--- config.mk ---
export PLATFORM = sky130hd
export DESIGN_NAME = conv_layer_sched
export DESIGN_NICKNAME = d
export VERILOG_FILES = /design/src/rtl/conv_sched_pkg.sv /design/src/rtl/sched_desc_rf.sv /design/src/rtl/conv_layer_sched.sv
export SDC_FILE = /design/constraint.sdc
export NUM_CORES = 1
export LEC_CHECK = 0
export ABC_CLOCK_PERIOD_IN_PS = 6380
export BUFFER_PORTS_ARGS = -buffer_cell sky130_fd_sc_hd__buf_2
export CORE_MARGIN = 3
export CORE_UTILIZATION = 35
export CTS_CLUSTER_SIZE = 8
export DETAILED_ROUTE_END_ITERATION = 8
export GPL_ROUTABILITY_DRIVEN = 0
export PLACE_DENSITY = 0.58
export SYNTH_ARGS = -nofsm -noshare
export SYNTH_HDL_FRONTEND = slang
export SYNTH_SLANG_ARGS = --single-unit
--- constraint.sdc ---
create_clock -name clk -period 6.38 [get_ports clk]
set_input_delay 1.276 -clock clk [delete_from_list [all_inputs] [get_ports clk]]
set_output_delay 1.276 -clock clk [all_outputs]
set_load 0.05 [all_outputs]
--- src/rtl/conv_sched_pkg.sv ---
// Shared types and sizing for the multi-layer conv sequencer.
// The layer descriptor layout matches the host register packing {chi, cho, stride, ifm_size}.
package conv_sched_pkg;

   localparam int CHN_WIDTH    = 4;
   localparam int FMS_WIDTH    = 8;
   localparam int MAX_LAYERS   = 8;
   localparam int DRAIN_CYCLES = 5;
   localparam int LID_WIDTH    = $clog2(MAX_LAYERS);
   localparam int DESC_WIDTH   = 2*CHN_WIDTH + 1 + FMS_WIDTH;
   localparam int DCNT_WIDTH   = $clog2(DRAIN_CYCLES + 1);

   typedef struct packed {
      logic [CHN_WIDTH-1:0] chi;
      logic [CHN_WIDTH-1:0] cho;
      logic                 stride;
      logic [FMS_WIDTH-1:0] ifm_size;
   } layer_desc_t;

   typedef enum logic [2:0] {
      ST_IDLE  = 3'd0,
      ST_LOAD  = 3'd1,
      ST_START = 3'd2,
      ST_RUN   = 3'd3,
      ST_DRAIN = 3'd4
   } sched_state_e;

   // A zero channel count would make the conv controller's down-counter underflow.
   function automatic logic desc_valid(input layer_desc_t d);
      return (d.chi != {CHN_WIDTH{1'b0}}) && (d.cho != {CHN_WIDTH{1'b0}});
   endfunction

endpackage

--- src/rtl/sched_desc_rf.sv ---
// Layer descriptor table: one synchronous write port, one asynchronous read port.
// Contents are intentionally not reset; the host must load them before use.
module sched_desc_rf
   import conv_sched_pkg::*;
(
   input  logic                 clk,
   input  logic                 we,
   input  logic [LID_WIDTH-1:0] waddr,
   input  layer_desc_t          wdata,
   input  logic [LID_WIDTH-1:0] raddr,
   output layer_desc_t          rdata
);

   layer_desc_t mem_r [MAX_LAYERS];

   // Descriptor storage write.
   always_ff @(posedge clk) begin
      if (we) begin
         mem_r[waddr] <= wdata;
      end
   end

   assign rdata = mem_r[raddr];

endmodule

--- src/rtl/conv_layer_sched.sv ---
// Multi-layer sequencer: walks the descriptor table, configures and starts the conv
// controller per layer, waits for conv_done plus the PE pipeline drain tail.
module conv_layer_sched
   import conv_sched_pkg::*;
(
   input  logic                  clk,
   input  logic                  rstn,
   input  logic                  cfg_we,
   input  logic [LID_WIDTH-1:0]  cfg_addr,
   input  logic [DESC_WIDTH-1:0] cfg_wdata,
   input  logic [LID_WIDTH:0]    num_layers,
   input  logic                  go,
   input  logic                  abort,
   input  logic                  conv_done,
   output logic [CHN_WIDTH-1:0]  chi,
   output logic [CHN_WIDTH-1:0]  cho,
   output logic                  stride,
   output logic [FMS_WIDTH-1:0]  ifm_size,
   output logic                  start_conv,
   output logic                  busy,
   output logic [LID_WIDTH-1:0]  layer_id,
   output logic                  layer_done,
   output logic                  all_done,
   output logic                  err
);

   localparam logic [LID_WIDTH:0]    MAX_NL    = (LID_WIDTH+1)'(MAX_LAYERS);
   localparam logic [LID_WIDTH:0]    ONE_NL    = (LID_WIDTH+1)'(1);
   localparam logic [DCNT_WIDTH-1:0] DCNT_LAST = DCNT_WIDTH'(DRAIN_CYCLES - 1);
   localparam logic [DCNT_WIDTH-1:0] DCNT_ONE  = DCNT_WIDTH'(1);

   sched_state_e          state_r, next_state_s;
   logic [DCNT_WIDTH-1:0] drain_cnt_r, next_cnt_s;
   logic [LID_WIDTH:0]    num_layers_r;
   logic [LID_WIDTH-1:0]  layer_id_r;
   layer_desc_t           rd_desc_s;
   logic                  go_ok_s, last_layer_s, drain_last_s;
   logic                  err_s, layer_done_s, all_done_s;
   logic                  start_conv_r, busy_r, layer_done_r, all_done_r, err_r;
   layer_desc_t           cfg_r;

   sched_desc_rf u_rf (
      .clk   (clk),
      .we    (cfg_we && !busy_r),
      .waddr (cfg_addr),
      .wdata (layer_desc_t'(cfg_wdata)),
      .raddr (layer_id_r),
      .rdata (rd_desc_s)
   );

   assign go_ok_s      = go && (num_layers != {(LID_WIDTH+1){1'b0}}) && (num_layers <= MAX_NL);
   assign last_layer_s = ({1'b0, layer_id_r} == (num_layers_r - ONE_NL));
   assign drain_last_s = (drain_cnt_r == DCNT_LAST);

   // Next-state and pulse decode; abort overrides every state.
   always_comb begin
      next_state_s = state_r;
      next_cnt_s   = drain_cnt_r;
      err_s        = 1'b0;
      if (abort) begin
         next_state_s = ST_IDLE;
      end else begin
         case (state_r)
            ST_IDLE: begin
               if (go_ok_s) begin
                  next_state_s = ST_LOAD;
               end else if (go) begin
                  err_s = 1'b1;
               end else begin
                  next_state_s = ST_IDLE;
               end
            end
            ST_LOAD: begin
               if (desc_valid(rd_desc_s)) begin
                  next_state_s = ST_START;
               end else begin
                  next_state_s = ST_IDLE;
                  err_s        = 1'b1;
               end
            end
            ST_START: next_state_s = ST_RUN;
            ST_RUN: begin
               if (conv_done) begin
                  next_state_s = ST_DRAIN;
                  next_cnt_s   = {DCNT_WIDTH{1'b0}};
               end else begin
                  next_state_s = ST_RUN;
               end
            end
            ST_DRAIN: begin
               if (drain_last_s) begin
                  next_state_s = last_layer_s ? ST_IDLE : ST_LOAD;
               end else begin
                  next_cnt_s = drain_cnt_r + DCNT_ONE;
               end
            end
            default: next_state_s = ST_IDLE;
         endcase
      end
      // Pulses are registered, so they are decoded one cycle ahead from the next state.
      layer_done_s = (next_state_s == ST_DRAIN) && (next_cnt_s == DCNT_LAST);
      all_done_s   = layer_done_s && last_layer_s;
   end

   // State, counters and registered outputs.
   always_ff @(posedge clk or negedge rstn) begin
      if (!rstn) begin
         state_r       <= ST_IDLE;
         drain_cnt_r   <= {DCNT_WIDTH{1'b0}};
         num_layers_r  <= {(LID_WIDTH+1){1'b0}};
         layer_id_r    <= {LID_WIDTH{1'b0}};
         cfg_r         <= '0;
         start_conv_r  <= 1'b0;
         busy_r        <= 1'b0;
         layer_done_r  <= 1'b0;
         all_done_r    <= 1'b0;
         err_r         <= 1'b0;
      end else begin
         state_r      <= next_state_s;
         drain_cnt_r  <= next_cnt_s;
         start_conv_r <= (next_state_s == ST_START);
         busy_r       <= (next_state_s != ST_IDLE);
         layer_done_r <= layer_done_s;
         all_done_r   <= all_done_s;
         err_r        <= err_s;
         if (state_r == ST_IDLE && next_state_s == ST_LOAD) begin
            num_layers_r <= num_layers;
            layer_id_r   <= {LID_WIDTH{1'b0}};
         end else if (state_r == ST_DRAIN && next_state_s == ST_LOAD) begin
            layer_id_r <= layer_id_r + {{(LID_WIDTH-1){1'b0}}, 1'b1};
         end else begin
            layer_id_r <= layer_id_r;
         end
         // Config is captured even for a rejected descriptor so the host can inspect it.
         if (state_r == ST_LOAD && !abort) begin
            cfg_r <= rd_desc_s;
         end else begin
            cfg_r <= cfg_r;
         end
      end
   end

   assign chi        = cfg_r.chi;
   assign cho        = cfg_r.cho;
   assign stride     = cfg_r.stride;
   assign ifm_size   = cfg_r.ifm_size;
   assign start_conv = start_conv_r;
   assign busy       = busy_r;
   assign layer_id   = layer_id_r;
   assign layer_done = layer_done_r;
   assign all_done   = all_done_r;
   assign err        = err_r;

endmodule

==> run metrics <==
CTS tree built; vias in the first global route 3866; Clk Latency, worst-skew pair 0.42 ns; DRC 0; root buffer cell clkbuf_16; first-pass GRT wire length between 20000 and 25000 um; gr ovfl total 0; chip height 147 um; initial DRC count 278; Largest stage delay, worst path 0.83 ns; Startpoint Class input pin; FMAX about 380 MHz; core area 19500 um^2; HP Class flip-flop to flip-flop; Synth Register Bits between 150 and 200; nets around 500; RSZ-0062 raised after global routing false; antenna-violating nets left 0; Avg Vias per Cell 4.93; CTS Buf Count 17; critical path data required time 6.50 ns; Top FF cell, synth edfxtp_1; hold buffer count at cts 0; Sink Count around 170; outcome completed; crit path kind input pin to flip-flop; final setup fails 0; CTS H-tree depth 4; Unique masters post-synth 49; # IOs 55; Initial DRT Pass Iterations 5; crit path cell chain buf_2 > nand3b_1 > nor2_1 > buf_4; post-synthesis sequential area ratio 0.710; Placed Instance Area 7570 um^2; Site Rows between 50 and 60; Port Buf Inserts between 50 and 60; Post-Syn Area per Cell about 17 um^2; Synth Warn # 0; crit path max-delay cell type nor2_1; n_diodes 0; Final Hold Fails 0; via count 3694; Initial Util 0.358; final wirelength 14000 um; CTS clk-pin slew, worst paths 0.07 ns; buffers from clock root to sink, at most 2; Slew HR 0.330; Buf/Inv on CP 2; detailed placer's ending HPWL 9290 um; CP max FO 9; Post-CTS Resized 0; Fin Hold WS 0.525 ns; Worst-Margin Slew between 1 and 1.5 ns; final instance area 8160 um^2; Power Density 334 nW/um^2; detailed-route wire length per cell 18.7 um; initial antenna violation count 0; die area ~22000 um^2; Die W 147 um; crit path time final 2.62 ns; crit end category flip-flop; layout cells sized above 1 0.280; family with the most delay on the worst path simple AND/OR/NAND/NOR gates; WP data arrival 2.74 ns; leakage 2.79 nW; async set or reset register ratio after synthesis 0.205; Post CTS Setup Buffer Count 0; Pins Over Slew Limit 0; total routing usage reported by global routing 0.138; VDD IR max 0.186 mV; period utilisation layout 0.411; P&R area growth vs syn 16.7%; Synth Instances 405; Post-synth EDFFs about 140; Max Cap Violations 0; clock skew 0.0103 ns; setup TNS 0 ns; syn_nets 439; Netlist Area Pre-Place 6990 um^2; largest net degree at the start of global routing between 50 and 60
## per-layer routing
layer  global-route usage  wire, um  part of all wire  vias to the layer above
li1                     -         -                 -                     1711
met5                    0         0                 0                        -
met2                0.224      6950              0.50                       88
met4               0.0401       136            0.0097                        0
met1                0.184      6340              0.45                     1885
met3               0.0370       577             0.041                       10
## Yosys cell counts (2+ instances only)
master	number	share of area
o31ai_1	2	0.0021
nor3b_1	2	0.0021
nor4_2	2	0.0036
mux4_1	3	0.011
mux4_2	23	0.074
dfrtp_1	35	0.13
inv_1	7	0.0038
nor2b_1	2	0.0018
o21ai_1	4	0.0029
buf_4	2	0.0021
nand3_1	12	0.0086
a21oi_1	20	0.014
ha_1	4	0.0072
and2_1	2	0.0018
nand2_1	19	0.010
buf_6	5	0.0081
nor2_1	27	0.014
mux2_1	4	0.0064
nand2b_1	5	0.0045
o21ai_0	5	0.0036
nor3_1	4	0.0029
mux2i_1	41	0.059
xor2_1	3	0.0038
clkbuf_1	3	0.0016
edfxtp_1	136	0.58
o22ai_1	3	0.0027
buf_2	8	0.0057
## through the flow
step | utilization | total power [mW] | setup slack (ns) | std cells
after floorplan | - | 1.62 | 2.98 | 405
after global placement | 0.388 | 1.73 | 3.39 | 718
after detailed placement | 0.388 | 1.74 | 3.36 | 718
after CTS | 0.418 | 2.75 | 3.80 | 750
after global routing | 0.418 | 2.85 | 3.64 | 750
final | 0.418 | 2.72 | 3.76 | 750
## final cells by class
type / instances / area [um^2]
Timing Repair Buffer: 66 / 360
Clock inverter: 15 / 164
Sequential cell: 171 / 4960
Tap cell: 265 / 332
Inverter: 7 / 26.3
Fill cell: 1780 / 11400
Multi-Input combinational cell: 209 / 1890
Clock buffer: 17 / 425
## path summary, 6_finish.rpt
check                                 start                to  slack [ns]  cells after the start
worst max register to register  layer_id[0]              busy        3.81                      7
min in group asynchronous              rstn   num_layers_r[1]        0.98                      1
worst min register to register       cho[0]            cho[0]        0.52                      2
max in group asynchronous              rstn       layer_id[0]        4.78                      1
worst min-delay path                 cho[0]            cho[0]        0.52                      2
worst max-delay path            cfg_addr[2]  u_rf.mem_r[6][6]        3.76                      4
## cell families after synthesis
family,synth area share
AND/OR/NAND/NOR,0.0673
buffers and inverters,0.0213
XOR/XNOR,0.00376
multiplexers,0.151
AO/OA/AOI/OAI,0.0405
adder cells (fa/ha/maj),0.00716
flip-flops,0.710
## cells in the final DEF, fill, tap and decap left out, types with 4 or more instances in the layout
| cell type | synthesis | routed |
|---|---|---|
| inv_6 | 0 | 5 |
| o21ai_1 | 4 | 4 |
| clkinv_4 | 0 | 4 |
| edfxtp_1 | 136 | 136 |
| o21ai_0 | 5 | 5 |
| buf_4 | 2 | 12 |
| nor2_1 | 27 | 27 |
| clkbuf_16 | 0 | 17 |
| buf_2 | 8 | 54 |
| dfrtp_1 | 35 | 34 |
| nand2_1 | 19 | 19 |
| inv_1 | 7 | 7 |
| nand3_1 | 12 | 12 |
| nand2b_1 | 5 | 5 |
| a21oi_1 | 20 | 20 |
| mux2_1 | 4 | 4 |
| mux2i_1 | 41 | 41 |
| mux4_2 | 23 | 23 |
| ha_1 | 4 | 4 |
## tightest hold or removal path, delay by kind of cell (launching register included)
kind | cells | cell delay, ns
flops | 1 | 0.34
simple gates | 1 | 0.05
compound gates | 1 | 0.10
## report_power, final
part	leakage (nW)	internal, mW	switching (mW)	total, mW
Clock	0.285	0.583	0.432	1.02
Sequential	1.66	1.28	0.0420	1.32
Combinational	0.847	0.101	0.280	0.381
Total	2.79	1.97	0.755	2.72
## flip-flops by register name, indices dropped and copies added, names as in the netlist
name	count
err	1
drain_cnt_r	3
state_r	3
all_done	1
num_layers_r	4
busy	1
u_rf.mem_r	136
start_conv	1
cho	4
chi	4
ifm_size	8
layer_id	3
layer_done	1
stride	1
(Power assumes the default switching activity.)
